### src/rtl/uart_cmd_decoder.sv
`default_nettype none
// uart_cmd_decoder: maps received ASCII bytes to button-style command pulses,
// owns the UART mode/field state and echoes bytes back to uart_tx. Rev 1.0
module uart_cmd_decoder #(
  parameter int FIFO_DEPTH = 4
) (
  input  logic       clk,
  input  logic       rst,
  input  logic [7:0] rx_data,
  input  logic       rx_done,
  input  logic       btnU_up,
  input  logic       btnD_down,
  input  logic       btnL_clear,
  input  logic       btnR_runstop,
  input  logic       tx_busy,
  output logic       o_up,
  output logic       o_down,
  output logic       o_clear,
  output logic       o_runstop,
  output logic       o_mode,
  output logic [1:0] o_field,
  output logic [7:0] tx_data,
  output logic       tx_start,
  output logic       o_ovf
);

  localparam int AW = $clog2(FIFO_DEPTH);
  localparam logic [AW:0] PTR_ONE = (AW+1)'(1);

  typedef enum logic [1:0] {
    S_IDLE      = 2'd0,
    S_WAIT_BUSY = 2'd1,
    S_WAIT_DONE = 2'd2
  } state_t;

  state_t     r_state, w_next;
  logic [1:0] r_wait_cnt;
  logic       r_up, r_down, r_clear, r_runstop, r_mode, r_ovf, r_tx_start;
  logic [1:0] r_field;
  logic [7:0] r_tx_data;
  logic [7:0] r_mem [FIFO_DEPTH];
  logic [AW:0] r_wr, r_rd;

  logic [7:0] w_uc;
  logic w_mode_tgl, w_field_wr, w_cmd_up, w_cmd_down, w_cmd_rs, w_cmd_clr;
  logic w_accept, w_silent, w_push, w_do_push, w_pop, w_empty, w_full;
  logic [7:0] w_push_data;

  always_comb begin
    w_uc = rx_data;
    if (rx_data >= 8'h61 && rx_data <= 8'h7A) w_uc = rx_data - 8'h20;
  end

  // Acceptance is judged against the mode/field held before this byte.
  always_comb begin
    w_mode_tgl = 1'b0;
    w_field_wr = 1'b0;
    w_cmd_up   = 1'b0;
    w_cmd_down = 1'b0;
    w_cmd_rs   = 1'b0;
    w_cmd_clr  = 1'b0;
    w_accept   = 1'b0;
    w_silent   = 1'b0;
    case (w_uc)
      8'h4D: begin w_mode_tgl = 1'b1; w_accept = 1'b1; end
      8'h30, 8'h31, 8'h32, 8'h33:
        if (!r_mode) begin w_field_wr = 1'b1; w_accept = 1'b1; end
      8'h55: if (!r_mode && r_field != 2'd0) begin w_cmd_up = 1'b1; w_accept = 1'b1; end
      8'h44: if (!r_mode && r_field != 2'd0) begin w_cmd_down = 1'b1; w_accept = 1'b1; end
      8'h47: if (r_mode) begin w_cmd_rs = 1'b1; w_accept = 1'b1; end
      8'h43: if (r_mode) begin w_cmd_clr = 1'b1; w_accept = 1'b1; end
      8'h0D, 8'h0A: w_silent = 1'b1;
      default: ;
    endcase
  end

  assign w_push      = rx_done & ~w_silent;
  assign w_push_data = w_accept ? rx_data : 8'h3F;
  assign w_empty     = (r_wr == r_rd);
  assign w_full      = (r_wr[AW] != r_rd[AW]) && (r_wr[AW-1:0] == r_rd[AW-1:0]);
  assign w_do_push   = w_push & (~w_full | w_pop);

  always_ff @(posedge clk) begin
    if (rst) begin
      r_up      <= 1'b0;
      r_down    <= 1'b0;
      r_clear   <= 1'b0;
      r_runstop <= 1'b0;
      r_mode    <= 1'b0;
      r_field   <= 2'd0;
    end else begin
      r_up      <= btnU_up      | (rx_done & w_cmd_up);
      r_down    <= btnD_down    | (rx_done & w_cmd_down);
      r_clear   <= btnL_clear   | (rx_done & w_cmd_clr);
      r_runstop <= btnR_runstop | (rx_done & w_cmd_rs);
      if (rx_done && w_mode_tgl) begin
        r_mode  <= ~r_mode;
        r_field <= 2'd0;
      end else if (rx_done && w_field_wr) begin
        r_field <= w_uc[1:0];
      end
    end
  end

  always_ff @(posedge clk) begin
    if (w_do_push) r_mem[r_wr[AW-1:0]] <= w_push_data;
  end

  always_ff @(posedge clk) begin
    if (rst) begin
      r_wr  <= '0;
      r_rd  <= '0;
      r_ovf <= 1'b0;
    end else begin
      if (w_do_push) r_wr <= r_wr + PTR_ONE;
      if (w_pop)     r_rd <= r_rd + PTR_ONE;
      if (w_push && w_full && !w_pop) r_ovf <= 1'b1;
    end
  end

  always_ff @(posedge clk) begin
    if (rst) begin
      r_state    <= S_IDLE;
      r_wait_cnt <= 2'd0;
      r_tx_start <= 1'b0;
      r_tx_data  <= 8'h00;
    end else begin
      r_state    <= w_next;
      r_wait_cnt <= (r_state == S_WAIT_BUSY) ? r_wait_cnt + 2'd1 : 2'd0;
      r_tx_start <= w_pop;
      if (w_pop) r_tx_data <= r_mem[r_rd[AW-1:0]];
    end
  end

  // Timeout out of WAIT_BUSY covers a busy pulse that was never observed.
  always_comb begin
    w_next = r_state;
    w_pop  = 1'b0;
    case (r_state)
      S_IDLE:
        if (!w_empty && !tx_busy) begin
          w_pop  = 1'b1;
          w_next = S_WAIT_BUSY;
        end
      S_WAIT_BUSY: if (tx_busy || r_wait_cnt == 2'd3) w_next = S_WAIT_DONE;
      S_WAIT_DONE: if (!tx_busy) w_next = S_IDLE;
      default:     w_next = S_IDLE;
    endcase
  end

  assign o_up      = r_up;
  assign o_down    = r_down;
  assign o_clear   = r_clear;
  assign o_runstop = r_runstop;
  assign o_mode    = r_mode;
  assign o_field   = r_field;
  assign o_ovf     = r_ovf;
  assign tx_data   = r_tx_data;
  assign tx_start  = r_tx_start;

endmodule
`default_nettype wire
### config.mk
export PLATFORM = sky130hd
export DESIGN_NAME = uart_cmd_decoder
export DESIGN_NICKNAME = d
export VERILOG_FILES = /design/src/rtl/uart_cmd_decoder.sv
export SDC_FILE = /design/constraint.sdc
export NUM_CORES = 1
export LEC_CHECK = 0
export BUFFER_PORTS_ARGS = -buffer_cell sky130_fd_sc_hd__buf_2
export CORE_ASPECT_RATIO = 1.4
export CORE_MARGIN = 5
export CORE_UTILIZATION = 40
export CTS_CLUSTER_SIZE = 25
export DETAILED_ROUTE_END_ITERATION = 8
export PLACE_DENSITY = 0.57
export SYNTH_ARGS = -nofsm -noshare
export SYNTH_HDL_FRONTEND = slang
export SYNTH_SLANG_ARGS = --single-unit
### constraint.sdc
create_clock -name clk -period 5.4 [get_ports clk]
set_input_delay 0 -clock clk [delete_from_list [all_inputs] [get_ports clk]]
set_output_delay 0 -clock clk [all_outputs]
set_load 0.05 [all_outputs]
==> impl_metrics.yaml, run 1 <==
worst_hold_path:
  holdCritStartpoint: "rx_data[2]"
  min-delay-path-class: "primary input to register"
  hold_end: "o_runstop"
  worst_hold_path.num_cells: 3
synthesis:
  netlist_top_cells_count: "edfxtp_1 (32), dfxtp_1 (27), nor2_1 (21), mux2i_1 (12), inv_1 (9)"
  yosysSeqAreaShare_pct: 56.0
  synth.largest_area_cell: "edfxtp_1"
  yosys_most_used_dff: "edfxtp_1"
  edff_count_synth: 32
  synth_adder_area_share_pct: 3.27
  synth_top_family_by_area: "simple AND/OR/NAND/NOR gates"
  syn_area_per_cell_um2: 13.2
  summed_instance_area_of_the_synthesized_netlist_um2: 2680
  synth_compound_gate_area_share_pct: 9.01
  yosysTopAreaCellShare_pct: 35.8
  synth_simple_gate_area_share_pct: 12.9
  synthXorXnorAreaFrac_pct: 2.29
  share_of_async_settable_or_async_resettable_flops_after_synthesis_pct: 0
  synth-seq-cells: 59
  yosys-top-cells-area: "edfxtp_1 (36%), dfxtp_1 (20%), mux4_2 (6.7%)"
  synthDistinctLibCells: 53
  post_synth_mux_area_share_pct: 12.3
  post_synthesis_cells: 203
  synth_warnings: 0
  synth.most_common_cell: "edfxtp_1"
timing:
  max-slew-margin-rel_pct: 42.4
  setup_viol_count_final: 0
  clock_skew_ns: 0.00416
  timing.final.max_slew_violations: 0
  grt_setup_unrepaired: "false"
  achievable-frequency_ghz: 0.440
  timing.final.crit_period_ns: 2.27
  finalHoldViolCount: 0
  totalNegativeSetupSlack_ns: 0
  final_min_period_over_clock_period_pct: 42.1
  transition_time_at_the_pin_with_the_least_slew_margin_ns: 0.863
floorplanning:
  die-area_um2: 8460
  number_of_placed_i_o_pins: 33
  fp.coreArea_um2: 6570
  placement_rows: 35
  floorplan.initialDensity_pct: 40.8
  chipWidth_um: 79.2
  die_h_um: 107
drt:
  dr_total_vias: 1705
  drt-wirelength-per-cell_um: 15.3
  post-route-drc-count: 0
  detail_route.vias_per_cell: 5.26
  dr.pass1.iters: 4
  total_length_of_routed_wires_um: 4970
  detail_route.iter0.violations: 82
  antenna_violating_nets_post_route: 0
global_route:
  grt_pass1_wl_um: 8600
  total_gr_overflow: 0
  antenna_found_initial: 0
  first_global_vias: 1839
  grt.total_usage_pct: 13.5
  grt_start_max_net_pins: 31
clock_tree:
  clock-sinks: 59
  number_of_gates_resized_after_cts: 0
  max-clock-path-buffers: 2
  cts_tree: "done"
  cts_root_buffer: "clkbuf_8"
  cts_inserted_buffers: 9
  clk-insertion-delay-late_ns: 0.32
  clkSlewWorstSetupHoldPaths_ns: 0.06
  htree_levels: 3
place:
  place_area_um2: 2870
  port_buffers: 32
  dpl.hpwl_um: 3520
  gp_congestion: 0.804
finish:
  fin_area_um2: 3100
  final_layout_size_suffix_gt1_share_pct: 26.4
  syn_to_final_growth_pct: 15.7
  layout.nets: 268
  antennaDiodeCount: 0
  final_cell_utilization_of_the_core_pct: 47.2
setup_path:
  arrival_time_worst_endpoint_ns: 2.49
  worst_r2r_path_depth: 4
  rr_endpoint: "r_wr[2]"
  timing_worst_setup_path_type: "register to register"
  ff2ff_setup_slack_ns: 3.13
  kind_of_start_point_of_the_critical_path: "register"
  worstPathMaxFanout: 11
  rr_startpoint: "r_rd[0]"
  worst_setup_path_end_kind: "register"
  worst-endpoint-required_ns: 5.61
flow_run:
  cap_violations: 0
pwr:
  power.share.sequential_pct: 46.7
  share_comb_of_total_power_pct: 23.3
  worst_ir_drop_vdd_mv: 0.160
  power_switching_uw: 369
  p_int_uw: 839
  switching_share_pct: 30.6
  power.density_nw_per_um2: 389
  clkPwrFrac_pct: 30.1
  p_leak_uw: 0.00119
status:
  outcome: "complete, no violations"
power by group through the flow:
stage | Clock [µW] | Combinational (µW) | Sequential, µW
after detailed placement | 0 | 284 | 576
after floorplan | 0 | 184 | 625
final | 363 | 281 | 564
after global routing | 400 | 309 | 574
after global placement | 0 | 279 | 574
after CTS | 378 | 286 | 567
kinds of logic (layout without fill, tap and decap cells):
group,count (synthesis),in the layout
buffers and inverters,18,62
adder cells (fa/ha/maj),7,7
multiplexers,22,22
XOR/XNOR,7,7
AND/OR/NAND/NOR,57,57
flip-flops,59,59
AO/OA/AOI/OAI,32,32
other,1,4
routing by layer:
| metal | GRT usage, % | vias up | part of all wire [%] |
|---|---|---|---|
| met5 | 0 | - | 0 |
| met4 | 6.27 | 0 | 2.0 |
| met3 | 3.87 | 8 | 3.7 |
| met2 | 23.5 | 36 | 53 |
| met1 | 14.9 | 831 | 41 |
| li1 | - | 830 | - |
cells in the final DEF (no fill, tap or decap), types with 2 or more instances in the layout:
cell type	instances
a211oi_2	2
xnor2_1	3
inv_1	9
o21bai_1	2
nor3_1	3
nor2_1	21
nand2_1	3
clkbuf_8	10
nand3_1	2
a211oi_1	2
buf_2	32
mux2i_1	12
o21ai_0	4
nand3b_1	5
conb_1	4
a21oi_1	6
edfxtp_1	32
mux4_2	8
nor3b_1	2
dfxtp_1	27
nor2b_1	4
and2_1	3
o21a_1	3
mux2_4	2
xor2_1	4
dlygate4sd3_1	5
clkbuf_1	4
nand2b_1	2
ha_1	7
final cells by class:
cell class,count,area [µm²]
clock buffers,15,178
clock inverters,1,5.00
fillers,608,3470
inverters,9,33.8
multi-input cells,129,1080
flip-flops and latches,59,1500
well taps,74,92.6
repair buffers,37,210
sequential cells by signal (all words and copies together) (netlist names):
name,count
tx_start,1
r_state,2
o_clear,1
o_down,1
tx_data,8
o_runstop,1
o_mode,1
o_field,2
r_wait_cnt,2
o_up,1
r_mem,32
r_wr,3
o_ovf,1
r_rd,3
worst max path at each step:
stage	slack (ns)	start	to	cells past startpoint
finish	3.13	r_rd[0]	r_wr[2]	4
global route	2.92	r_rd[0]	r_wr[2]	4
CTS	3.04	r_rd[0]	r_wr[2]	4
detailed placement	3.06	r_rd[0]	r_wr[2]	4
global placement	3.13	r_rd[0]	r_wr[2]	4
floorplan	3.53	rx_data[5]	r_wr[2]	7
critical path, stage by stage (launching register included):
cell and delay (ns):
dfxtp_1 0.76, xor2_1 0.27, nor4_2 0.10, a211oi_2 0.67, mux2_4 0.35
stage by stage:
step	total power [µW]	std cells	worst slack (ns)	hold WS (ns)
detailed placement	860	303	3.06	0.220
floorplan	809	206	3.53	0.117
finish	1210	324	3.13	0.0273
global placement	853	303	3.13	0.217
global route	1280	324	2.92	0.0311
CTS	1230	324	3.04	0.0168
what timing repair did:
action | 4_1_cts | 5_1_grt
hold endpoints to repair | 5 | 0
buffers inserted | 0 | 0
hold buffers | 5 | 0
No activity file was read; power rests on OpenSTA's default activity.
==> run 2, diff against run 1 <==
ABC_AREA = 1   (was unset)
clock period = 2.3 ns   (was 5.4 ns; I/O delays follow)
==> run 2 against run 1 <==
  * Via count rose by 20%
  * Design area increased by 4.2%
  * Critical path depth up 5
  * Maximum frequency increased by 24%
  * Sequential power up 120%
  * Clock skew increased by 0.0032 ns
  * Flip-flop and latch count did not move
  * Synthesized cell count rose by 44%
  * Final cell count is 31% higher
==> impl_metrics.yaml, run 2 <==
clock_tree:
  clock-sinks: 59
  number_of_gates_resized_after_cts: 0
  cts_inserted_buffers: 9
  max-clock-path-buffers: 2
  clk-insertion-delay-late_ns: 0.33
  cts_root_buffer: "clkbuf_8"
  cts_tree: "done"
  clkSlewWorstSetupHoldPaths_ns: 0.07
  htree_levels: 3
synthesis:
  synth-seq-cells: 59
  yosysTopAreaCellShare_pct: 36.0
  yosys_most_used_dff: "edfxtp_1"
  synth.largest_area_cell: "edfxtp_1"
  edff_count_synth: 32
  share_of_async_settable_or_async_resettable_flops_after_synthesis_pct: 0
  synthDistinctLibCells: 32
  yosys-top-cells-area: "edfxtp_1 (36%), dfxtp_1 (20%), nor2_1 (7.7%)"
  synth.most_common_cell: "nor2_1"
  netlist_top_cells_count: "nor2_1 (55), nand2_1 (35), inv_1 (33), edfxtp_1 (32), o21ai_0 (30)"
  syn_area_per_cell_um2: 9.14
  synth_warnings: 0
  summed_instance_area_of_the_synthesized_netlist_um2: 2670
  yosysSeqAreaShare_pct: 56.3
  post_synthesis_cells: 292
drt:
  drt-wirelength-per-cell_um: 13.3
  detail_route.vias_per_cell: 4.80
  dr.pass1.iters: 4
  total_length_of_routed_wires_um: 5640
  antenna_violating_nets_post_route: 0
  detail_route.iter0.violations: 123
  dr_total_vias: 2041
  post-route-drc-count: 0
finish:
  final_cell_utilization_of_the_core_pct: 49.6
  multiInputGateArea_um2: 997
  ff_latch_area_um2: 1500
  largest_reg_flops: 32
  layout.nets: 369
  mostFrequentLayoutCell: "nor2_1"
  syn_to_final_growth_pct: 21.2
  final_layout_size_suffix_gt1_share_pct: 20.2
  fillers: 594
  antennaDiodeCount: 0
  final_cell_mix: "nor2_1 (55), nand2_1 (35), inv_1 (33)"
setup_path:
  critical-path-max-stage-delay_ns: 0.53
  timing.critical_path.from: "r_rd[1]"
  worst_setup_path_end_kind: "register"
  cp_top_family: "simple AND/OR/NAND/NOR gates"
  worst_path_most_repeated_cell: "nand2_1"
  worst-endpoint-required_ns: 2.33
  arrival_time_worst_endpoint_ns: 1.86
  timing_worst_setup_path_type: "register to register"
  path_cells: "clkinv_2 -> nand2_1 -> a21oi_1 -> nand2_1 -> nand2_4 -> nand2_1 -> nand3_4 -> nor2_1 -> buf_4"
  path_buf_inv: 2
  crit_slowest_cell: "dfxtp_1"
  kind_of_start_point_of_the_critical_path: "register"
  worst_r2r_path_depth: 9
  worstPathMaxFanout: 11
  ff2ff_setup_slack_ns: 0.47
  rr_endpoint: "r_mem[0][4]"
  rr_startpoint: "r_rd[1]"
timing:
  timing.final.max_slew_violations: 0
  totalNegativeSetupSlack_ns: 0
  finalHoldViolCount: 0
  timing.final.crit_period_ns: 1.83
  setup_viol_count_final: 0
  achievable-frequency_ghz: 0.547
  grt_setup_unrepaired: "false"
  final_min_period_over_clock_period_pct: 79.5
  clock_skew_ns: 0.00732
  worst_slack_ns: 0.472
worst_hold_path:
  worst_hold_path.num_cells: 3
  min-delay-path-class: "primary input to register"
  holdCritStartpoint: "rx_done"
  hold_end: "r_wr[2]"
floorplanning:
  die-area_um2: 8430
  floorplan.initialDensity_pct: 40.9
  fp.coreArea_um2: 6530
  placement_rows: 35
  number_of_placed_i_o_pins: 33
  die_h_um: 107
  chipWidth_um: 79.0
place:
  dpl.hpwl_um: 4280
  port_buffers: 32
  gp_congestion: 0.879
  dp_slack_ns: 0.463
pwr:
  power.density_nw_per_um2: 837
  switching_share_pct: 30.0
  power.share.sequential_pct: 45.3
  worst_ir_drop_vdd_mv: 0.317
  p_leak_uw: 0.00138
  clkPwrFrac_pct: 34.0
  power_switching_uw: 812
  share_comb_of_total_power_pct: 20.7
  p_int_uw: 1890
global_route:
  first_global_vias: 1973
  grt_pass1_wl_um: 9250
  grt.total_usage_pct: 14.4
  antenna_found_initial: 0
  total_gr_overflow: 0
  grt_start_max_net_pins: 19
flow_run:
  cap_violations: 0
status:
  outcome: "complete, no violations"
-- run 2: cell type report --
cell class / instances / area share [%]
sequential: 59 / 46.4
multi-input combinational: 192 / 30.8
timing repair buffer: 48 / 9.44
clock buffer: 16 / 6.23
inverter: 36 / 4.22
tap: 74 / 2.86
-- run 2: metrics by stage --
stage                     hold slack, ns  cell area, µm²  instances  total power, µW
after floorplan                    0.124            2680        295             1660
after global placement             0.214            2930        399             1790
after detailed placement           0.216            2930        399             1800
after CTS                         0.0167            3230        425             2740
after global routing              0.0259            3230        425             2850
final                             0.0352            3230        425             2710
-- run 2: layer usage --
layer	track usage, %	share of wire (%)	vias to the layer above
met4	7.00	2.0	0
met2	25.2	52	44
li1	-	-	1075
met3	3.70	3.8	10
met1	16.2	42	912
met5	0	0	-
-- run 2: cells by family (layout without fill, tap and decap cells) --
family                   Yosys count  in the layout  synth area share, %
AO/OA/AOI/OAI                     55             55                 11.2
XOR/XNOR                           3              3                0.985
adder cells (fa/ha/maj)            7              7                 3.28
buffers and inverters             44            100                 6.75
flip-flops                        59             59                 56.3
other                              1              4                0.141
AND/OR/NAND/NOR                  123            123                 21.3
-- run 2: worst min-delay path: cells and delay by family --
kind            cells  cell delay (ns)
compound gates      1             0.06
buf+inv             1             0.16
simple gates        1             0.10
-- run 2: worst max-delay path by stage --
stage / endpoint / slack (ns) / cells after the start
5_1_grt: r_mem[0][4] / 0.26 / 9
3_5_place_dp: r_mem[3][5] / 0.46 / 9
4_1_cts: r_mem[0][5] / 0.44 / 9
6_report: r_mem[0][4] / 0.47 / 9
3_3_place_gp: r_mem[3][5] / 0.51 / 9
2_1_floorplan: r_mem[0][0] / 0.41 / 9
-- run 2: power groups by stage --
stage	Clock (µW)	Sequential, µW	Combinational, µW
CTS	945	1230	567
floorplan	0	1370	293
detailed placement	0	1250	550
global route	997	1240	621
finish	919	1230	561
global placement	0	1250	547
-- run 2: what timing repair did --
action	in CTS	in global routing
endpoints found under the setup margin	0	0
hold buffers	10	0
hold endpoints to repair	9	0
buffers inserted	0	0
==> run 3, diff against run 2 <==
ABC_AREA = 0   (was 1)
PLACE_DENSITY = 0.59   (was 0.57)
clock period = 1.5 ns   (was 2.3 ns; I/O delays follow)
==> run 3 against run 2 <==
  * The flow now finishes with violations (setup timing)
  * Wire length down 2.9%
  * First-iteration DRC count up 24%
  * Sequential share of layout area down 4.5 points
  * Critical endpoint is now r_mem[1][6]
  * Largest power group unchanged
==> impl_metrics.yaml, run 3 (same netlist as run 1, synthesis figures left out) <==
pwr:
  share_comb_of_total_power_pct: 29.9
  switching_share_pct: 31.0
  worst_ir_drop_vdd_mv: 0.530
  p_leak_uw: 0.00143
  clkPwrFrac_pct: 27.2
  power_switching_uw: 1430
  p_int_uw: 3180
  power.density_nw_per_um2: 1270
  power.share.sequential_pct: 42.9
global_route:
  grt_pass1_wl_um: 9020
  grt.total_usage_pct: 14.1
  antenna_found_initial: 0
  first_global_vias: 1921
  grt_start_max_net_pins: 20
  total_gr_overflow: 0
finish:
  syn_to_final_growth_pct: 35.3
  ff_latch_area_um2: 1520
  antennaDiodeCount: 0
  final_cell_mix: "buf_2 (32), edfxtp_1 (32), buf_4 (31)"
  layout.nets: 307
  multiInputGateArea_um2: 1240
  final_layout_size_suffix_gt1_share_pct: 45.3
  largest_reg_flops: 32
  fillers: 572
  fin_area_um2: 3630
place:
  port_buffers: 32
  gp_congestion: 0.857
  place_area_um2: 3200
  dpl.hpwl_um: 3810
floorplanning:
  number_of_placed_i_o_pins: 33
  placement_rows: 35
  die_h_um: 107
  die-area_um2: 8460
  floorplan.initialDensity_pct: 40.8
  fp.coreArea_um2: 6570
  chipWidth_um: 79.2
timing:
  grt_setup_unrepaired: "true"
  timing.final.max_slew_violations: 0
  setup_viol_count_final: 33
  timing.final.crit_period_ns: 1.64
  final_min_period_over_clock_period_pct: 109
  finalHoldViolCount: 0
  worst_slack_ns: -0.139
  clock_skew_ns: 0.00932
  totalNegativeSetupSlack_ns: -2.72
  achievable-frequency_ghz: 0.610
setup_path:
  critical-path-max-stage-delay_ns: 0.36
  critical_path_depth: 5
  crit_slowest_cell: "dfxtp_4"
  rr_startpoint: "o_mode"
  timing_worst_setup_path_type: "register to register"
  timing.critical_path.from: "o_mode"
  path_cells: "nor4b_4 -> o2111ai_2 -> a211oi_2 -> buf_4 -> o21a_1"
  worst-endpoint-required_ns: 1.66
  arrival_time_worst_endpoint_ns: 1.80
  cp_top_family: "compound AO/OA/AOI/OAI gates"
  kind_of_start_point_of_the_critical_path: "register"
  path_buf_inv: 1
  crit_end: "r_mem[1][6]"
  worst_setup_path_end_kind: "register"
  worstPathMaxFanout: 4
  worst_r2r_path_depth: 5
  ff2ff_setup_slack_ns: -0.14
  rr_endpoint: "r_mem[1][6]"
drt:
  drt-wirelength-per-cell_um: 15.1
  met2WireLength_um: 2890
  met3_length_um: 212
  antenna_violating_nets_post_route: 0
  detail_route.vias_per_cell: 5.07
  top_layer: "met4"
  wirelength_met1_um: 2270
  dr_total_vias: 1840
  dr.pass1.iters: 6
  post-route-drc-count: 0
  total_length_of_routed_wires_um: 5480
  detail_route.iter0.violations: 152
clock_tree:
  cts_inserted_buffers: 9
  cts_tree: "done"
  clk-insertion-delay-late_ns: 0.32
  cts_root_buffer: "clkbuf_8"
  max-clock-path-buffers: 2
  clock-sinks: 59
  clkSlewWorstSetupHoldPaths_ns: 0.06
  htree_levels: 3
status:
  violations: "setup timing"
  outcome: "finished, violations left"
flow_run:
  cap_violations: 0
worst_hold_path:
  min-delay-path-class: "primary input to register"
[run 3: cell count changes in the layout (fill, tap and decap cells not counted), sizes merged, moves of 8 or more]
cell / change
nand2: -39
nor2: -37
buf: +31
inv: -26
o21ai: -26
mux2i: +12
nand3: -9
a21oi: -8
mux4: +8
[run 3: power groups by stage]
stage          Clock [µW]  Sequential (µW)  Combinational, µW
6_report             1260             1980               1380
5_1_grt              1380             2000               1500
4_1_cts              1300             1980               1330
3_5_place_dp            0             2010               1300
3_3_place_gp            0             2000               1290
2_1_floorplan           0             2260                753
[run 3: worst min-delay path, delay by kind of cell]
family,cells,cell delay [ns]
AOI/OAI and AO/OA,2,0.22
buffers and inverters,1,0.11
[run 3: layout make-up]
| class | count | area share, % |
|---|---|---|
| inverter | 9 | 1.00 |
| clock inverter | 2 | 0.276 |
| tap | 74 | 2.55 |
| sequential | 59 | 41.9 |
| multi-input combinational | 129 | 34.3 |
| clock buffer | 14 | 4.48 |
| timing repair buffer | 76 | 15.5 |
[run 3: per-layer routing]
layer	vias to the layer above	track usage, %
met5	-	0
met4	0	6.63
met3	9	3.95
met2	39	24.5
met1	884	15.7
li1	908	-
[run 3: metrics by stage]
stage                     std cells  utilization, %  worst slack [ns]  hold slack (ns)  power, µW
after CTS                       360            53.8           -0.0853           0.0248       4610
after global routing            363            55.2            -0.226           0.0661       4870
after global placement          331            48.7            -0.164            0.212       3290
final                           363            55.2            -0.139           0.0424       4610
after floorplan                 206               -            -0.145            0.117       3010
after detailed placement        331            48.7            -0.210            0.214       3310
[run 3: worst min-delay path by stage]
stage / start / endpoint / slack, ns / cells after the start
after floorplan: btnL_clear / o_clear / 0.12 / 2
after global placement: btnL_clear / o_clear / 0.21 / 3
final: tx_busy / r_state[1] / 0.04 / 3
after detailed placement: btnL_clear / o_clear / 0.21 / 3
after global routing: tx_busy / r_state[1] / 0.07 / 3
after CTS: tx_busy / r_state[1] / 0.02 / 3
[run 3: repair_timing]
action	in CTS	in global routing
setup buffers	7	3
hold endpoints to repair	6	0
gates resized for setup	14	14
pin swaps	5	8
hold buffers	6	0
cloned	0	1
endpoints found under the setup margin	43	54
